==> src/rtl/multicore_pkg.sv <==
// Shared types for the core pipeline: data width, load/store op encodings and
// the memory-access stage state enum.
package multicore_pkg;

  localparam int DATA_SIZE = 32;

  typedef enum logic [2:0] {
    LB  = 3'd0,
    LH  = 3'd1,
    LW  = 3'd2,
    LBU = 3'd3,
    LHU = 3'd4
  } t_ldop;

  typedef enum logic [1:0] {
    SB = 2'd0,
    SH = 2'd1,
    SW = 2'd2
  } t_sop;

  typedef enum logic [1:0] {
    ST_IDLE = 2'd0,
    ST_REQ  = 2'd1,
    ST_WAIT = 2'd2,
    ST_RESP = 2'd3
  } t_mem_state;

endpackage

==> src/rtl/mem_access_stage_load_align.sv <==
// Picks the addressed byte/half out of the cache word and sign- or
// zero-extends it according to the load op.
module load_align
  import multicore_pkg::*;
(
  input  logic [DATA_SIZE-1:0] i_data,
  input  logic [1:0]           i_addr_lo,
  input  t_ldop                i_ldop,
  output logic [DATA_SIZE-1:0] o_data
);

  logic [7:0]  byte_sel;
  logic [15:0] half_sel;

  always_comb begin
    case (i_addr_lo)
      2'd0:    byte_sel = i_data[7:0];
      2'd1:    byte_sel = i_data[15:8];
      2'd2:    byte_sel = i_data[23:16];
      default: byte_sel = i_data[31:24];
    endcase
    half_sel = i_addr_lo[1] ? i_data[31:16] : i_data[15:0];

    case (i_ldop)
      LB:      o_data = {{(DATA_SIZE-8){byte_sel[7]}}, byte_sel};
      LBU:     o_data = {{(DATA_SIZE-8){1'b0}}, byte_sel};
      LH:      o_data = {{(DATA_SIZE-16){half_sel[15]}}, half_sel};
      LHU:     o_data = {{(DATA_SIZE-16){1'b0}}, half_sel};
      default: o_data = i_data;
    endcase
  end

endmodule

==> src/rtl/mem_access_stage.sv <==
// Memory-access pipeline stage: issues one load/store at a time to the data
// cache and presents a registered writeback result with valid/ready.
//
// state   | meaning
// --------+-----------------------------------------------------------
// ST_IDLE | no instruction held, ready for a new one
// ST_REQ  | cache request asserted, waiting for i_req_ready
// ST_WAIT | request accepted, waiting for i_data_valid
// ST_RESP | writeback result presented, waiting for i_wb_ready
module mem_access_stage
  import multicore_pkg::*;
#(
  parameter int ADDR_SIZE = 32,
  parameter int REG_BITS  = 5
) (
  input  logic                 i_aclk,
  input  logic                 i_areset_n,
  input  logic                 i_valid,
  output logic                 o_ready,
  input  logic                 i_is_load,
  input  logic                 i_is_store,
  input  logic [ADDR_SIZE-1:0] i_addr,
  input  logic [DATA_SIZE-1:0] i_store_data,
  input  t_sop                 i_sop,
  input  t_ldop                i_ldop,
  input  logic [REG_BITS-1:0]  i_rd,
  input  logic                 i_rd_we,
  output logic                 o_req,
  output logic                 o_req_write,
  input  logic                 i_req_ready,
  output logic [ADDR_SIZE-1:0] o_addr,
  output logic [DATA_SIZE-1:0] o_store_data,
  output t_sop                 o_sop,
  output t_ldop                o_ldop,
  input  logic                 i_data_valid,
  input  logic [DATA_SIZE-1:0] i_data,
  output logic                 o_wb_valid,
  input  logic                 i_wb_ready,
  output logic                 o_wb_we,
  output logic [REG_BITS-1:0]  o_wb_rd,
  output logic [DATA_SIZE-1:0] o_wb_data,
  output logic                 o_misaligned
);

  t_mem_state state, state_next;
  logic accept, is_mem, misaligned, rd_we_q;
  logic [DATA_SIZE-1:0] load_word;

  // A store wins when both load and store flags are set.
  function automatic logic is_misaligned(input logic is_store, input t_sop sop,
                                         input t_ldop ldop, input logic [1:0] lo);
    if (is_store) begin
      case (sop)
        SH:      return lo[0];
        SW:      return |lo;
        default: return 1'b0;
      endcase
    end else begin
      case (ldop)
        LH, LHU: return lo[0];
        LW:      return |lo;
        default: return 1'b0;
      endcase
    end
  endfunction

  // Gated by reset so every output reads 0 while reset is held.
  assign o_ready    = i_areset_n & ((state == ST_IDLE) | ((state == ST_RESP) & i_wb_ready));
  assign accept     = i_valid & o_ready;
  assign is_mem     = i_is_load | i_is_store;
  assign misaligned = is_misaligned(i_is_store, i_sop, i_ldop, i_addr[1:0]);

  always_ff @(posedge i_aclk or negedge i_areset_n) begin
    if (!i_areset_n) state <= ST_IDLE;
    else             state <= state_next;
  end

  always_comb begin
    state_next = state;
    case (state)
      ST_REQ:  if (i_req_ready)  state_next = ST_WAIT;
      ST_WAIT: if (i_data_valid) state_next = ST_RESP;
      ST_RESP: if (i_wb_ready)   state_next = ST_IDLE;
      default: state_next = state;
    endcase
    if (accept) state_next = (is_mem && !misaligned) ? ST_REQ : ST_RESP;
  end

  load_align u_load_align (
    .i_data   (i_data),
    .i_addr_lo(o_addr[1:0]),
    .i_ldop   (o_ldop),
    .o_data   (load_word)
  );

  always_ff @(posedge i_aclk or negedge i_areset_n) begin
    if (!i_areset_n) begin
      o_req        <= 1'b0;
      o_req_write  <= 1'b0;
      o_addr       <= '0;
      o_store_data <= '0;
      o_sop        <= SB;
      o_ldop       <= LB;
      rd_we_q      <= 1'b0;
      o_wb_valid   <= 1'b0;
      o_wb_we      <= 1'b0;
      o_wb_rd      <= '0;
      o_wb_data    <= '0;
      o_misaligned <= 1'b0;
    end else if (accept) begin
      o_req_write  <= i_is_store;
      o_addr       <= i_addr;
      o_store_data <= i_store_data;
      o_sop        <= i_sop;
      o_ldop       <= i_ldop;
      rd_we_q      <= i_rd_we;
      o_wb_rd      <= i_rd;
      o_wb_data    <= DATA_SIZE'(i_addr);
      if (!is_mem) begin
        o_req        <= 1'b0;
        o_wb_valid   <= 1'b1;
        o_wb_we      <= i_rd_we;
        o_misaligned <= 1'b0;
      end else if (misaligned) begin
        o_req        <= 1'b0;
        o_wb_valid   <= 1'b1;
        o_wb_we      <= 1'b0;
        o_misaligned <= 1'b1;
      end else begin
        o_req        <= 1'b1;
        o_wb_valid   <= 1'b0;
        o_wb_we      <= 1'b0;
        o_misaligned <= 1'b0;
      end
    end else begin
      case (state)
        ST_REQ: if (i_req_ready) o_req <= 1'b0;
        ST_WAIT: if (i_data_valid) begin
          o_wb_valid <= 1'b1;
          o_wb_we    <= rd_we_q & ~o_req_write;
          if (!o_req_write) o_wb_data <= load_word;
        end
        ST_RESP: if (i_wb_ready) begin
          o_wb_valid   <= 1'b0;
          o_wb_we      <= 1'b0;
          o_misaligned <= 1'b0;
        end
        default: ;
      endcase
    end
  end

endmodule

==> config.mk <==
export PLATFORM = sky130hd
export DESIGN_NAME = mem_access_stage
export DESIGN_NICKNAME = d
export VERILOG_FILES = /design/src/rtl/multicore_pkg.sv /design/src/rtl/mem_access_stage_load_align.sv /design/src/rtl/mem_access_stage.sv
export SDC_FILE = /design/constraint.sdc
export NUM_CORES = 1
export LEC_CHECK = 0
export CORE_MARGIN = 2
export CORE_UTILIZATION = 30
export DETAILED_ROUTE_END_ITERATION = 6
export GPL_TIMING_DRIVEN = 0
export PLACE_DENSITY = 0.7
export SYNTH_ARGS = -nofsm -noshare
export SYNTH_HDL_FRONTEND = slang
export SYNTH_SLANG_ARGS = --single-unit
export TNS_END_PERCENT = 100
==> constraint.sdc <==
create_clock -name i_aclk -period 5 [get_ports i_aclk]
set_clock_uncertainty 0.15 [all_clocks]
set_input_delay 0.75 -clock i_aclk [delete_from_list [all_inputs] [get_ports i_aclk]]
set_output_delay 0.75 -clock i_aclk [all_outputs]
set_load 0.02 [all_outputs]
After elaboration in Yosys (flattened, before gate mapping):

Cells that the tools add are included.

* equal/unequal tests: 17
* mux-type cells: 34
* bitwise gates (word level): 7
* reductions and logical operators: 20

Operator list (count)
* 32-bit two-way mux: 4
* 32-bit one-hot mux with 4 select lines: 1
* 8-bit one-hot mux with 3 select lines: 1
* 1-bit two-way mux: 17
* 16-bit two-way mux: 1
* 2-bit nonzero test: 6
* 2-bit two-way mux: 5
* 3-bit != test, second input constant: 3
* 2-bit equality test, second input constant: 4
* 1-bit one-hot mux with 2 select lines: 4
* 2-bit by 1-bit equality test with 1-bit output, second input constant: 3
* 3-bit by 1-bit equality test with 1-bit output, second input constant: 2
* 3-bit by 2-bit equality test with 1-bit output, second input constant: 2
* 3-bit equality test, second input constant: 2
* 2-bit one-hot mux with 3 select lines: 1
* 3-bit AND reduction: 2
* 1-bit AND: 4
* 2-bit logical NOT: 2
* 2-bit AND reduction: 2
* 4-bit AND reduction: 1
* 4-bit nonzero test: 1
* 2-bit OR reduction: 2
* 3-bit logical NOT: 1
* 3-bit nonzero test: 1
* other kinds (5): 6

* register bits: 114
* input port bits: 115
* output and inout port bits: 112
* logic and storage cells: 91

Logic depth before layout (Yosys ltp):

Gate-level depths: netlist of the first run.

* depth in word-level cells: 8
* mapped depth: 9
* depth with buffers taken out: 6

Modules after synthesis:

Synthesis of the first run repeated with hierarchy kept, for this count alone.

* cell total of the unflattened synthesis: 642
* area total of the unflattened synthesis: 5809.3 sq um

By module, submodules not included
* mem_access_stage: times used 1, cells each 478, area each 4659.5 sq um, seq. area each 2852.7 sq um
* load_align: times used 1, cells each 164, area each 1149.9 sq um, seq. area each 0.0 sq um

Least setup slack after synthesis of the first run:

Ideal clock, no wire load.

* kind: input port to flip-flop
* from: input port i_data[31]
* to: register o_wb_data[15]
* library setup time: 0.128 ns
* data arrival time: 2.035 ns
* data required time: 4.722 ns
* slack: 2.687 ns
* cell stages on the path: 5
* path buffers: 1
* cell sequence: mux4_2 -> nor3b_1 -> or4_1 -> buf_2 -> a2bb2oi_1

* longest elaborated chain between the ends: 6
* elaborated cells on any way between the ends: 7
* those cells by class: mux: 7

RTL lines
* from (decl): line mem_access_stage.sv:36 `input logic [DATA_SIZE-1:0] i_data,`
* 8-bit one-hot mux with 3 select lines / 16-bit two-way mux (equally long branches): line mem_access_stage_load_align.sv:16, mem_access_stage_load_align.sv:22
* 32-bit one-hot mux with 4 select lines *: line mem_access_stage_load_align.sv:24 `case (i_ldop)`
* 32-bit two-way mux *: line mem_access_stage.sv:141 `if (!o_req_write) o_wb_data <= load_word;`
* 32-bit two-way mux *: line mem_access_stage.sv:138 `ST_WAIT: if (i_data_valid) begin`
* 32-bit two-way mux *: line mem_access_stage.sv:136 `case (state)`
* 32-bit two-way mux *: line mem_access_stage.sv:110 `end else if (accept) begin`
* to (signal assigned): line mem_access_stage.sv:118 `o_wb_data <= DATA_SIZE'(i_addr);`
* to (signal assigned): line mem_access_stage.sv:141
* to (decl): line mem_access_stage.sv:41 `output logic [DATA_SIZE-1:0] o_wb_data,`

Every way passes the cells marked *; elsewhere a longest branch is shown, timed or not. The select of a mux whose other input is x is not followed.
A chain may end at the register's enable or synchronous reset.

Final worst setup path of the first run:

* from: input port i_areset_n
* to: output port o_ready

* longest elaborated chain between the ends: 1

RTL lines
* from (decl): line mem_access_stage.sv:17 `input logic i_areset_n,`
* 1-bit AND: line mem_access_stage.sv:68 `assign o_ready = i_areset_n & ((state == ST_IDLE) | ((state == ST_RESP) & i_wb_ready));`
* to (decl): line mem_access_stage.sv:19 `output logic o_ready,`

Every way passes these cells.

==> reports/qor.yml, run 1 <==
worst_setup_path:
  worstSetupPathDepth: 4
  worstReg2RegStart: "state[0]"
  worst_setup_path_start_kind: "input pin"
  worstPathRequired_ps: 4100
  cp_num_buf_inv: 3
  end_kind: "primary output"
  slowest_stage: "clkdlybuf4s50_1"
  worstPathMaxFanout: 61
  worst-setup-path-type: "input pin to primary output"
  stage_delay_of_the_slowest_cell_on_the_critical_path_ps: 600
  crit_family: "buffers and inverters"
  ff2ff_setup_slack_ps: 2310
  arrival_ps: 2340
  worstRegToRegCells: 7
  path_cells: "buf_6 -> buf_16 -> and2_1 -> clkdlybuf4s50_1"
  rr_endpoint: "o_wb_rd[4]"
floorplan:
  count_of_standard_cell_rows: 50
  die_height_um: 141
  floorplan.die_area_mm2: 0.0199
  initial_core_util_pct: 30.3
  core_area_mm2: 0.0186
  design.portCount: 227
  die_w_um: 141
routing:
  met2_wirelength_um: 10200
  wl_per_cell_um: 19.6
  wire_length_the_detailed_router_placed_on_met1_um: 9100
  routed_wirelength_um: 21700
  met3RoutedLength_um: 1930
  detail-route-antenna-nets: 0
  drt_drc_violations_left: 0
  top_signal_layer_used: "met5"
  drt-initial-drc-count: 330
  post_drt_via_cell_ratio: 5.08
  drtPass1Iterations: 7
  vias: 5624
layout:
  final-instance-count-excl-fill: 1106
  post_route_cells_drive_above_1_share_pct: 6.19
  finalNetCount: 981
  finalInstanceArea_mm2: 0.00883
  final_core_utilization_pct: 47.5
  antennaDiodeCount: 0
  flow.area_growth_from_synthesis_pct: 57.0
power_and_ir_drop:
  power.switching_mw: 2.36
  power.density_cell_area_mw_per_mm2: 674
  cellLeakagePower_nw: 3.92
  worst_ir_drop_vdd_v: 0.000310
  p_clk_share_pct: 21.6
  power.share.combinational_pct: 50.8
  netSwitchingFraction_pct: 39.7
  seq_power_share_pct: 27.6
  internal_power_mw: 3.59
timing:
  final-hold-violation-count: 0
  clock.fmax_ghz: 0.309
  worst-slew-pin-transition_ps: 1230
  finalHoldWorstSlack_ps: 159
  timing.max_slew.rel_slack_pct: 16.9
  setup_repair_after_global_routing_missed_its_margin: "no"
  slack_of_the_critical_path_ps: 1760
  finalSetupViolCount: 0
  post-route-min-period_ps: 3240
  finalCritPeriodShare_pct: 64.7
  timing.final.max_slew_violations: 0
clock_tree:
  hold_bufs_at_cts: 0
  cts_resized: 0
  cts.path.max_buffers: 2
  clock_latency_ps: 410
  h-tree-depth: 4
  post_cts.repair.setup_buffers: 0
  cts_root_buf: "clkbuf_16"
  clkSinkCount: 114
  tritoncts: "yes"
  tritoncts.num_buffers: 17
  clk_pin_slew_ps: 50
logic_synthesis:
  postSynth.topFlopCell: "dfrtp_1"
  avgSynthCellArea_um2: 9.16
  yosysUniqueCellTypes: 43
  synth_top_cells_by_area: "dfrtp_1, nand2_1, mux4_2"
  synth.yosys.warnings: 0
  post_synth_inst_count: 614
  ys_seq_area_share_pct: 50.7
  number_of_synthesized_flops_with_an_enable_pin: 0
  ys_ff_latch: 114
  postSynthNetCount: 735
  postSynth.asyncResetShare_pct: 100
  synthDominantCellAreaShare_pct: 50.7
  post_synth_instance_area_mm2: 0.00563
  synth.largest_area_cell: "dfrtp_1"
grt:
  number_of_global_route_vias_before_repair: 5652
  grt_pass1_wl_um: 33300
  globalRouteTotalUtil_pct: 22.0
  antenna_found_initial: 1
  grt_max_degree: 62
  overflow: 0
placed_design:
  place_worst_setup_slack_ps: 1630
  numPortBuffers: 226
  dp_cells: 1075
  globalplace.congestion: 0.894
  post-dp-hpwl_um: 15900
  detailed_place.area_mm2: 0.00821
flow_run:
  drv_cap: 0
status:
  status: "completed"
hold_path:
  hold_path.class: "input pin to asynchronous set/reset pin"
==> flip-flops by register name, summed over array words and instances (netlist names), 2 cells and up <==
name,count
o_sop,2
o_wb_data,32
o_ldop,3
o_wb_rd,5
o_addr,32
state,2
o_store_data,32
==> cell usage in the layout (no fill, tap or decap), types with 2 or more instances in the layout <==
cell type | synthesis | final
nor4bb_1 | 10 | 10
nand2b_1 | 13 | 13
nor2_1 | 21 | 21
buf_2 | 9 | 9
buf_4 | 2 | 2
a221oi_1 | 16 | 16
o2111ai_1 | 7 | 7
inv_1 | 8 | 8
a21o_1 | 3 | 3
clkinvlp_4 | 0 | 3
xor2_1 | 3 | 3
clkdlybuf4s50_1 | 0 | 225
mux2i_1 | 11 | 11
a21oi_1 | 22 | 22
nor2b_1 | 7 | 7
a2bb2oi_1 | 9 | 9
or2b_1 | 2 | 2
bufinv_16 | 0 | 3
clkbuf_1 | 23 | 23
o21ai_0 | 29 | 29
dfrtp_1 | 114 | 114
a22oi_1 | 15 | 15
mux4_2 | 8 | 8
nand2_1 | 229 | 229
clkbuf_16 | 0 | 17
nand3b_1 | 2 | 2
nor3b_1 | 2 | 2
clkinv_2 | 0 | 3
o221ai_1 | 8 | 8
clkbuf_8 | 0 | 5
buf_1 | 8 | 8
o31a_1 | 8 | 8
a32oi_1 | 2 | 2
a31oi_1 | 3 | 3
ha_1 | 6 | 6
==> worst max path at each step <==
stage,startpoint,end
after floorplan,i_data[31],o_wb_data[15]
after global placement,i_areset_n,o_wb_rd[4]
after detailed placement,i_areset_n,o_ldop[1]
after CTS,i_areset_n,o_ready
after global routing,i_areset_n,o_ready
final,i_areset_n,o_ready
==> layer usage <==
layer | track usage (%) | vias up
met5 | 0 | -
met3 | 7.44 | 24
met1 | 27.9 | 2733
met4 | 6.63 | 2
met2 | 35.7 | 244
li1 | - | 2621
==> cell families (layout without fill, tap and decap cells) <==
family	Yosys count	in the layout	synth area share [%]
flops	114	114	50.7
xor+xnor	3	3	0.467
compound gates	130	130	16.4
mux	20	20	5.36
simple gates	291	291	22.1
buf+inv	50	308	3.67
fa+ha+maj	6	6	1.33
==> synthesized netlist by cell type, types with 2 or more instances <==
cell	n
nand3b_1	2
o221ai_1	8
xor2_1	3
a32oi_1	2
buf_4	2
nor2_1	21
or2b_1	2
o21ai_0	29
o2111ai_1	7
nand2_1	229
clkbuf_1	23
a22oi_1	15
nor4bb_1	10
nor2b_1	7
mux2i_1	11
a31oi_1	3
inv_1	8
o31a_1	8
mux4_2	8
ha_1	6
a221oi_1	16
dfrtp_1	114
nand2b_1	13
a21o_1	3
a21oi_1	22
buf_2	9
a2bb2oi_1	9
buf_1	8
nor3b_1	2
==> power by group through the flow <==
stage	Combinational (mW)	Sequential [mW]	Clock [mW]
2_1_floorplan	1.11	2.14	0
3_3_place_gp	2.99	1.63	0
3_5_place_dp	3.02	1.65	0
4_1_cts	3.04	1.64	1.30
5_1_grt	3.25	1.69	1.35
6_report	3.02	1.64	1.28
==> area by class of cell <==
| class | instances | area (µm²) |
|---|---|---|
| well taps | 234 | 293 |
| flip-flops and latches | 114 | 2850 |
| inverters | 8 | 30.0 |
| clock inverters | 9 | 128 |
| repair buffers | 227 | 2290 |
| plain buffers | 42 | 176 |
| fillers | 1755 | 9750 |
| multi-input cells | 450 | 2570 |
| clock buffers | 22 | 494 |
==> stage by stage <==
step / setup TNS [ps] / total power, mW
floorplan: 0 / 3.25
global placement: -508940 / 4.62
detailed placement: 0 / 4.67
CTS: 0 / 5.98
global route: 0 / 6.29
finish: 0 / 5.95
(Power assumes the default switching activity.)
==> run 2: changes to the inputs <==
clock period = 3.4 ns   (was 5 ns; I/O delays follow)
==> run 2 against run 1 <==
Net effect:
- worst setup slack lost 1300 ps
- core utilization grew 0.20 points
- first-iteration DRC count is 3.0% lower
- via count rose by 0.68%
- clock power is 48% higher
- worst hold slack improved by 160 ps
- total power grew 47%
- largest power group unchanged
==> reports/qor.yml, run 2 (synthesis results as in run 1) <==
status:
  status: "completed"  # unchanged
layout:
  multiInputGateArea_mm2: 0.00257  # unchanged
  finalInstanceArea_mm2: 0.00887  # was 0.00883 mm²
  flow.area_growth_from_synthesis_pct: 57.7  # was 57.0%
  post_route_cells_drive_above_1_share_pct: 6.29  # was 6.19%
  finalNetCount: 983  # was 981
  layout.cells.most_common_list: "nand2_1, clkdlybuf4s50_1, dfrtp_1"  # unchanged
  final.fill_count: 1755  # unchanged
  layout.cells.most_common: "nand2_1"  # unchanged
  antennaDiodeCount: 0  # unchanged
  reg_top3: "o_addr: 32 flops, o_store_data: 32 flops, o_wb_data: 32 flops"  # unchanged
  area_taken_by_flip_flops_and_latches_mm2: 0.00285  # unchanged
floorplan:
  initial_core_util_pct: 30.3  # unchanged
  floorplan.die_area_mm2: 0.0199  # unchanged
  count_of_standard_cell_rows: 50  # unchanged
  die_w_um: 141  # unchanged
  die_height_um: 141  # unchanged
  core_area_mm2: 0.0186  # unchanged
  design.portCount: 227  # unchanged
clock_tree:
  tritoncts: "yes"  # unchanged
  tritoncts.num_buffers: 17  # unchanged
  post_cts.repair.setup_buffers: 0  # unchanged
  h-tree-depth: 4  # unchanged
  clk_pin_slew_ps: 60  # was 50 ps
  cts.path.max_buffers: 2  # unchanged
  clkSinkCount: 114  # unchanged
  cts_resized: 0  # unchanged
  clock_latency_ps: 410  # about the same
  cts_root_buf: "clkbuf_16"  # unchanged
flow_run:
  drv_cap: 0  # unchanged
routing:
  vias: 5662  # was 5624
  detail-route-antenna-nets: 0  # unchanged
  drt-initial-drc-count: 320  # was 330
  wl_per_cell_um: 19.7  # was 19.6 µm
  post_drt_via_cell_ratio: 5.11  # was 5.08
  drtPass1Iterations: 4  # was 7
  drt_drc_violations_left: 0  # unchanged
  routed_wirelength_um: 21800  # was 21700 µm
worst_setup_path:
  crit_family: "buffers and inverters"  # unchanged
  end_kind: "primary output"  # unchanged
  slowest_stage: "clkdlybuf4s50_1"  # unchanged
  path_cells: "dlygate4sd3_1 -> buf_6 -> buf_16 -> and2_1 -> clkdlybuf4s50_1"  # was buf_6 -> buf_16 -> and2_1 -> clkdlybuf4s50_1
  arrival_ps: 2280  # was 2340 ps
  worst_setup_path_start_kind: "input pin"  # unchanged
  worstPathRequired_ps: 2740  # was 4100 ps
  stage_delay_of_the_slowest_cell_on_the_critical_path_ps: 600  # about the same
  worst-setup-path-type: "input pin to primary output"  # unchanged
  cp_num_buf_inv: 4  # was 3
  worstPathMaxFanout: 61  # unchanged
placed_design:
  numPortBuffers: 226  # unchanged
  globalplace.congestion: 0.894  # unchanged
  detailed_place.area_mm2: 0.00821  # unchanged
  post-dp-hpwl_um: 15900  # unchanged
power_and_ir_drop:
  total_power_mw: 8.76  # was 5.95 mW
  power.density_cell_area_mw_per_mm2: 988  # was 674 mW/mm²
  worst_ir_drop_vdd_v: 0.000456  # was 0.000310 V
  cellLeakagePower_nw: 3.94  # was 3.92 nW
timing:
  finalHoldWorstSlack_ps: 316  # was 159 ps
  timing.max_slew.rel_slack_pct: 17.9  # was 16.9%
  final-hold-violation-count: 0  # unchanged
  worst-slew-pin-transition_ps: 1210  # was 1230 ps
  finalCritPeriodShare_pct: 86.5
  post_route_setup_tns_ps: 0  # unchanged
  setup_repair_after_global_routing_missed_its_margin: "no"  # unchanged
  finalSetupViolCount: 0  # unchanged
  timing.final.max_slew_violations: 0  # unchanged
  post-route-min-period_ps: 2940
  clock.fmax_ghz: 0.340
grt:
  number_of_global_route_vias_before_repair: 5667  # was 5652
  grt_pass1_wl_um: 33400  # was 33300 µm
  overflow: 0  # unchanged
  grt_max_degree: 62  # unchanged
  globalRouteTotalUtil_pct: 22.0  # about the same
  antenna_found_initial: 1  # unchanged
hold_path:
  hold_path.class: "flop to flop"  # was input pin to asynchronous set/reset pin
[run 2: cell type report]
type	count	share of cell area [%]
clock buffers	22	5.57
flip-flops and latches	114	32.2
plain buffers	42	1.99
clock inverters	9	1.44
well taps	234	3.30
repair buffers	229	26.3
inverters	8	0.339
multi-input cells	450	28.9
[run 2: routing by layer]
layer | GRT usage, % | part of all wire (%)
met5 | 0 | 0.037
met4 | 6.63 | 1.8
met3 | 7.40 | 9.0
met2 | 35.8 | 47
met1 | 28.0 | 42
[run 2: where the power goes]
group	internal (mW)	leakage, nW	switching (mW)
logic	2.02	2.24	2.44
clock network	1.24	0.300	0.647
registers	2.02	1.39	0.396
total	5.28	3.94	3.48
[run 2: what timing repair did]
action                                  in CTS  in global routing
hold buffers                                 2                  0
endpoints found under the setup margin       0                  0
endpoints found under the hold margin       57                  0
[run 2: path summary, 6_finish.rpt]
path,slack [ps],cells after the start,endpoint,startpoint
worst max-delay path,460,5,o_ready,i_areset_n
worst min register to register,320,2,rd_we_q,rd_we_q
worst max register to register,710,7,o_wb_rd[4],state[0]
min in group asynchronous,510,3,o_addr[25],i_areset_n
worst min-delay path,320,2,rd_we_q,rd_we_q
max in group asynchronous,2310,3,o_addr[1],i_areset_n
[run 2: worst min-delay path, cell delays in order (launching register included)]
cell     delay [ps]
dfrtp_1         330
nand2_1          50
nand2_1          50
[run 2: metrics by stage]
step	util (%)	setup WS [ps]	std cells
4_1_cts	47.7	439	1108
2_1_floorplan	-	1290	614
3_3_place_gp	44.0	-4300	1074
6_report	47.7	460	1108
5_1_grt	47.7	376	1108
3_5_place_dp	44.2	268	1075
==> run 3: changes to the inputs <==
ABC_AREA = 1   (was default)
PLACE_DENSITY = 0.69   (was 0.7)
==> run 3 against run 2 <==
Net effect:
- core utilization fell by 0.76 points
- sequential share of layout area is 0.76 points lower
- cell area increased by 2.4%
- worst setup slack got worse by 210 ps
- routed wire length decreased by 5.8%
- area after synthesis rose by 4.5%
- die area up 4.4%
- worst hold slack better by 10 ps
- clock-buffer cell count decreased by 1
- global-route usage is 2.0 points lower
- sequential power about the same
==> reports/qor.yml, run 3 <==
timing:
  final-hold-violation-count: 0  # unchanged
  timing.max_slew.rel_slack_pct: 65.9  # was 17.9%
  clock.fmax_ghz: 0.318  # was 0.340 GHz
  finalSetupViolCount: 0  # unchanged
  timing.final.max_slew_violations: 0  # unchanged
  finalCritPeriodShare_pct: 92.5  # was 86.5%
  slack_of_the_critical_path_ps: 255  # was 460 ps
  setup_repair_after_global_routing_missed_its_margin: "no"  # unchanged
  worst-slew-pin-transition_ps: 511  # was 1210 ps
  post-route-min-period_ps: 3150  # was 2940 ps
layout:
  reg_top3: "o_addr: 32 flops, o_store_data: 32 flops, o_wb_data: 32 flops"  # unchanged
  finalInstanceArea_mm2: 0.00908  # was 0.00887 mm²
  finalNetCount: 1144  # was 983
  layout.cells.most_common: "nand2_1"  # unchanged
  post_route_cells_drive_above_1_share_pct: 11.5  # was 6.29%
  final_core_utilization_pct: 47.0  # was 47.7%
  layout.cells.most_common_list: "nand2_1, clkdlybuf4s50_1, dfrtp_1"  # unchanged
  antennaDiodeCount: 0  # unchanged
  flow.area_growth_from_synthesis_pct: 54.5  # was 57.7%
power_and_ir_drop:
  power.density_cell_area_mw_per_mm2: 1010  # was 988 mW/mm²
  worst_ir_drop_vdd_v: 0.000464  # was 0.000456 V
  cellLeakagePower_nw: 4.44  # was 3.94 nW
routing:
  drtPass1Iterations: 4  # unchanged
  drt_drc_violations_left: 0  # unchanged
  drt-initial-drc-count: 346  # was 320
  post_drt_via_cell_ratio: 4.43  # was 5.11
  routed_wirelength_um: 20500  # was 21800 µm
  vias: 5753  # was 5662
  wl_per_cell_um: 15.8  # was 19.7 µm
  detail-route-antenna-nets: 0  # unchanged
clock_tree:
  clkSinkCount: 114  # unchanged
  cts_root_buf: "clkbuf_16"  # unchanged
  cts.path.max_buffers: 2  # unchanged
  clk_pin_slew_ps: 50  # was 60 ps
  h-tree-depth: 4  # unchanged
  cts_resized: 0  # unchanged
  tritoncts.num_buffers: 17  # unchanged
  tritoncts: "yes"  # unchanged
  clock_latency_ps: 410  # about the same
logic_synthesis:
  post_synth_instance_area_mm2: 0.00588  # was 0.00563 mm²
  synthDominantCellAreaShare_pct: 48.5  # was 50.7%
  synth_top_cells_by_area: "dfrtp_1, nand2_1, a21oi_1"  # was dfrtp_1, nand2_1, mux4_2
  synth-simple-area-share_pct: 27.5  # was 22.1%
  arithmetic_cell_share_of_the_synthesized_area_counting_full_adders_half_adders_and_majority_gates_pct: 1.28  # was 1.33%
  netlist_top_cells_count: "nand2_1, dfrtp_1, inv_1, nor2_1, a21oi_1"  # was nand2_1, dfrtp_1, o21ai_0, clkbuf_1, a21oi_1
  synth_compound_gate_area_share_pct: 13.6  # was 16.4%
  postSynth.asyncResetShare_pct: 100  # unchanged
  number_of_synthesized_flops_with_an_enable_pin: 0  # unchanged
  main_combinational_cell_family_by_area_after_synthesis: "simple AND/OR/NAND/NOR gates"  # unchanged
  postSynthNetCount: 896  # was 735
  synth.yosys.warnings: 0  # unchanged
  synth_mux_area_share_pct: 0  # was 5.36%
  synth_xor_area_share_pct: 0  # was 0.467%
  postSynth.topFlopCell: "dfrtp_1"  # unchanged
  ys_seq_area_share_pct: 48.5  # was 50.7%
  synth.largest_area_cell: "dfrtp_1"  # unchanged
  avgSynthCellArea_um2: 7.59  # was 9.16 µm²
  synth.most_common_cell: "nand2_1"  # unchanged
  ys_ff_latch: 114  # unchanged
  post_synth_inst_count: 775  # was 614
  yosysUniqueCellTypes: 30  # was 43
grt:
  globalRouteTotalUtil_pct: 20.1  # was 22.0%
  grt_max_degree: 77  # was 62
  grt_pass1_wl_um: 31300  # was 33400 µm
  number_of_global_route_vias_before_repair: 5805  # was 5667
  antenna_found_initial: 0  # was 1
  overflow: 0  # unchanged
floorplan:
  die_height_um: 144  # was 141 µm
  count_of_standard_cell_rows: 51  # was 50
  design.portCount: 227  # unchanged
  initial_core_util_pct: 30.4  # was 30.3%
  floorplan.die_area_mm2: 0.0207  # was 0.0199 mm²
  die_w_um: 144  # was 141 µm
  core_area_mm2: 0.0193  # was 0.0186 mm²
status:
  status: "completed"  # unchanged
worst_setup_path:
  arrival_ps: 2490  # was 2280 ps
  worst-setup-path-type: "input pin to primary output"  # unchanged
  end_kind: "primary output"  # unchanged
  worstPathRequired_ps: 2740  # about the same
  worstPathMaxFanout: 41  # was 61
  worst_setup_path_start_kind: "input pin"  # unchanged
placed_design:
  globalplace.congestion: 0.898  # was 0.894
  post-dp-hpwl_um: 15300  # was 15900 µm
  place_worst_setup_slack_ps: 643  # was 268 ps
  numPortBuffers: 226  # unchanged
  detailed_place.area_mm2: 0.00850  # was 0.00821 mm²
flow_run:
  drv_cap: 0  # unchanged
hold_path:
  hold_path.class: "flop to flop"  # unchanged
-- run 3: worst paths after layout --
kind	startpoint	to	slack (ps)	cells after the start
max	i_areset_n	o_ready	250	6
min	o_addr[8]	o_addr[8]	330	2
max reg2reg	state[0]	o_wb_data[24]	1250	7
min reg2reg	o_addr[8]	o_addr[8]	330	2
max in group asynchronous	i_areset_n	o_wb_data[6]	2030	3
min in group asynchronous	i_areset_n	o_store_data[2]	440	2
-- run 3: timing repair --
item / in CTS / in global routing
setup buffers: 0 / 0
setup endpoints to repair: 0 / 1
hold buffers: 1 / 0
endpoints found under the hold margin: 39 / 0
-- run 3: where the power goes --
group | total (mW) | internal [mW] | switching [mW]
registers | 2.39 | 2.01 | 0.386
logic | 5.11 | 2.18 | 2.93
clock network | 1.70 | 1.03 | 0.668
total | 9.20 | 5.22 | 3.98
-- run 3: area by class of cell --
cell class / instances / area, µm²
Multi-Input combinational cell: 550 / 2490
Clock inverter: 9 / 85.1
Tap cell: 265 / 332
Sequential cell: 114 / 2850
Clock buffer: 21 / 460
Inverter: 74 / 280
Timing Repair Buffer: 229 / 2330
Fill cell: 1901 / 10300
Buffer: 37 / 255
-- run 3: metrics by stage --
| stage | instances | TNS (ps) | power, mW | hold slack [ps] |
|---|---|---|---|---|
| 2_1_floorplan | 775 | 0 | 5.34 | 64.4 |
| 3_3_place_gp | 1266 | -733640 | 7.46 | 311 |
| 3_5_place_dp | 1267 | 0 | 7.54 | 305 |
| 4_1_cts | 1298 | 0 | 9.29 | 330 |
| 5_1_grt | 1299 | 0 | 9.88 | 348 |
| 6_report | 1299 | 0 | 9.20 | 326 |
-- run 3: routing by layer --
metal | track usage [%] | wire length (µm)
met5 | 0 | 0
met4 | 7.69 | 559
met3 | 6.75 | 1590
met2 | 32.4 | 9670
met1 | 24.9 | 8700
-- run 3: logic make-up after synthesis --
family,count (synthesis)
compound gates,136
buf+inv,111
fa+ha+maj,6
simple gates,408
flops,114
-- run 3: critical path, stage by stage --
cell and delay, ps:
dlygate4sd3_1 550, buf_6 370, buf_16 280, nand2_1 100, inv_2 60, clkdlybuf4s50_1 600
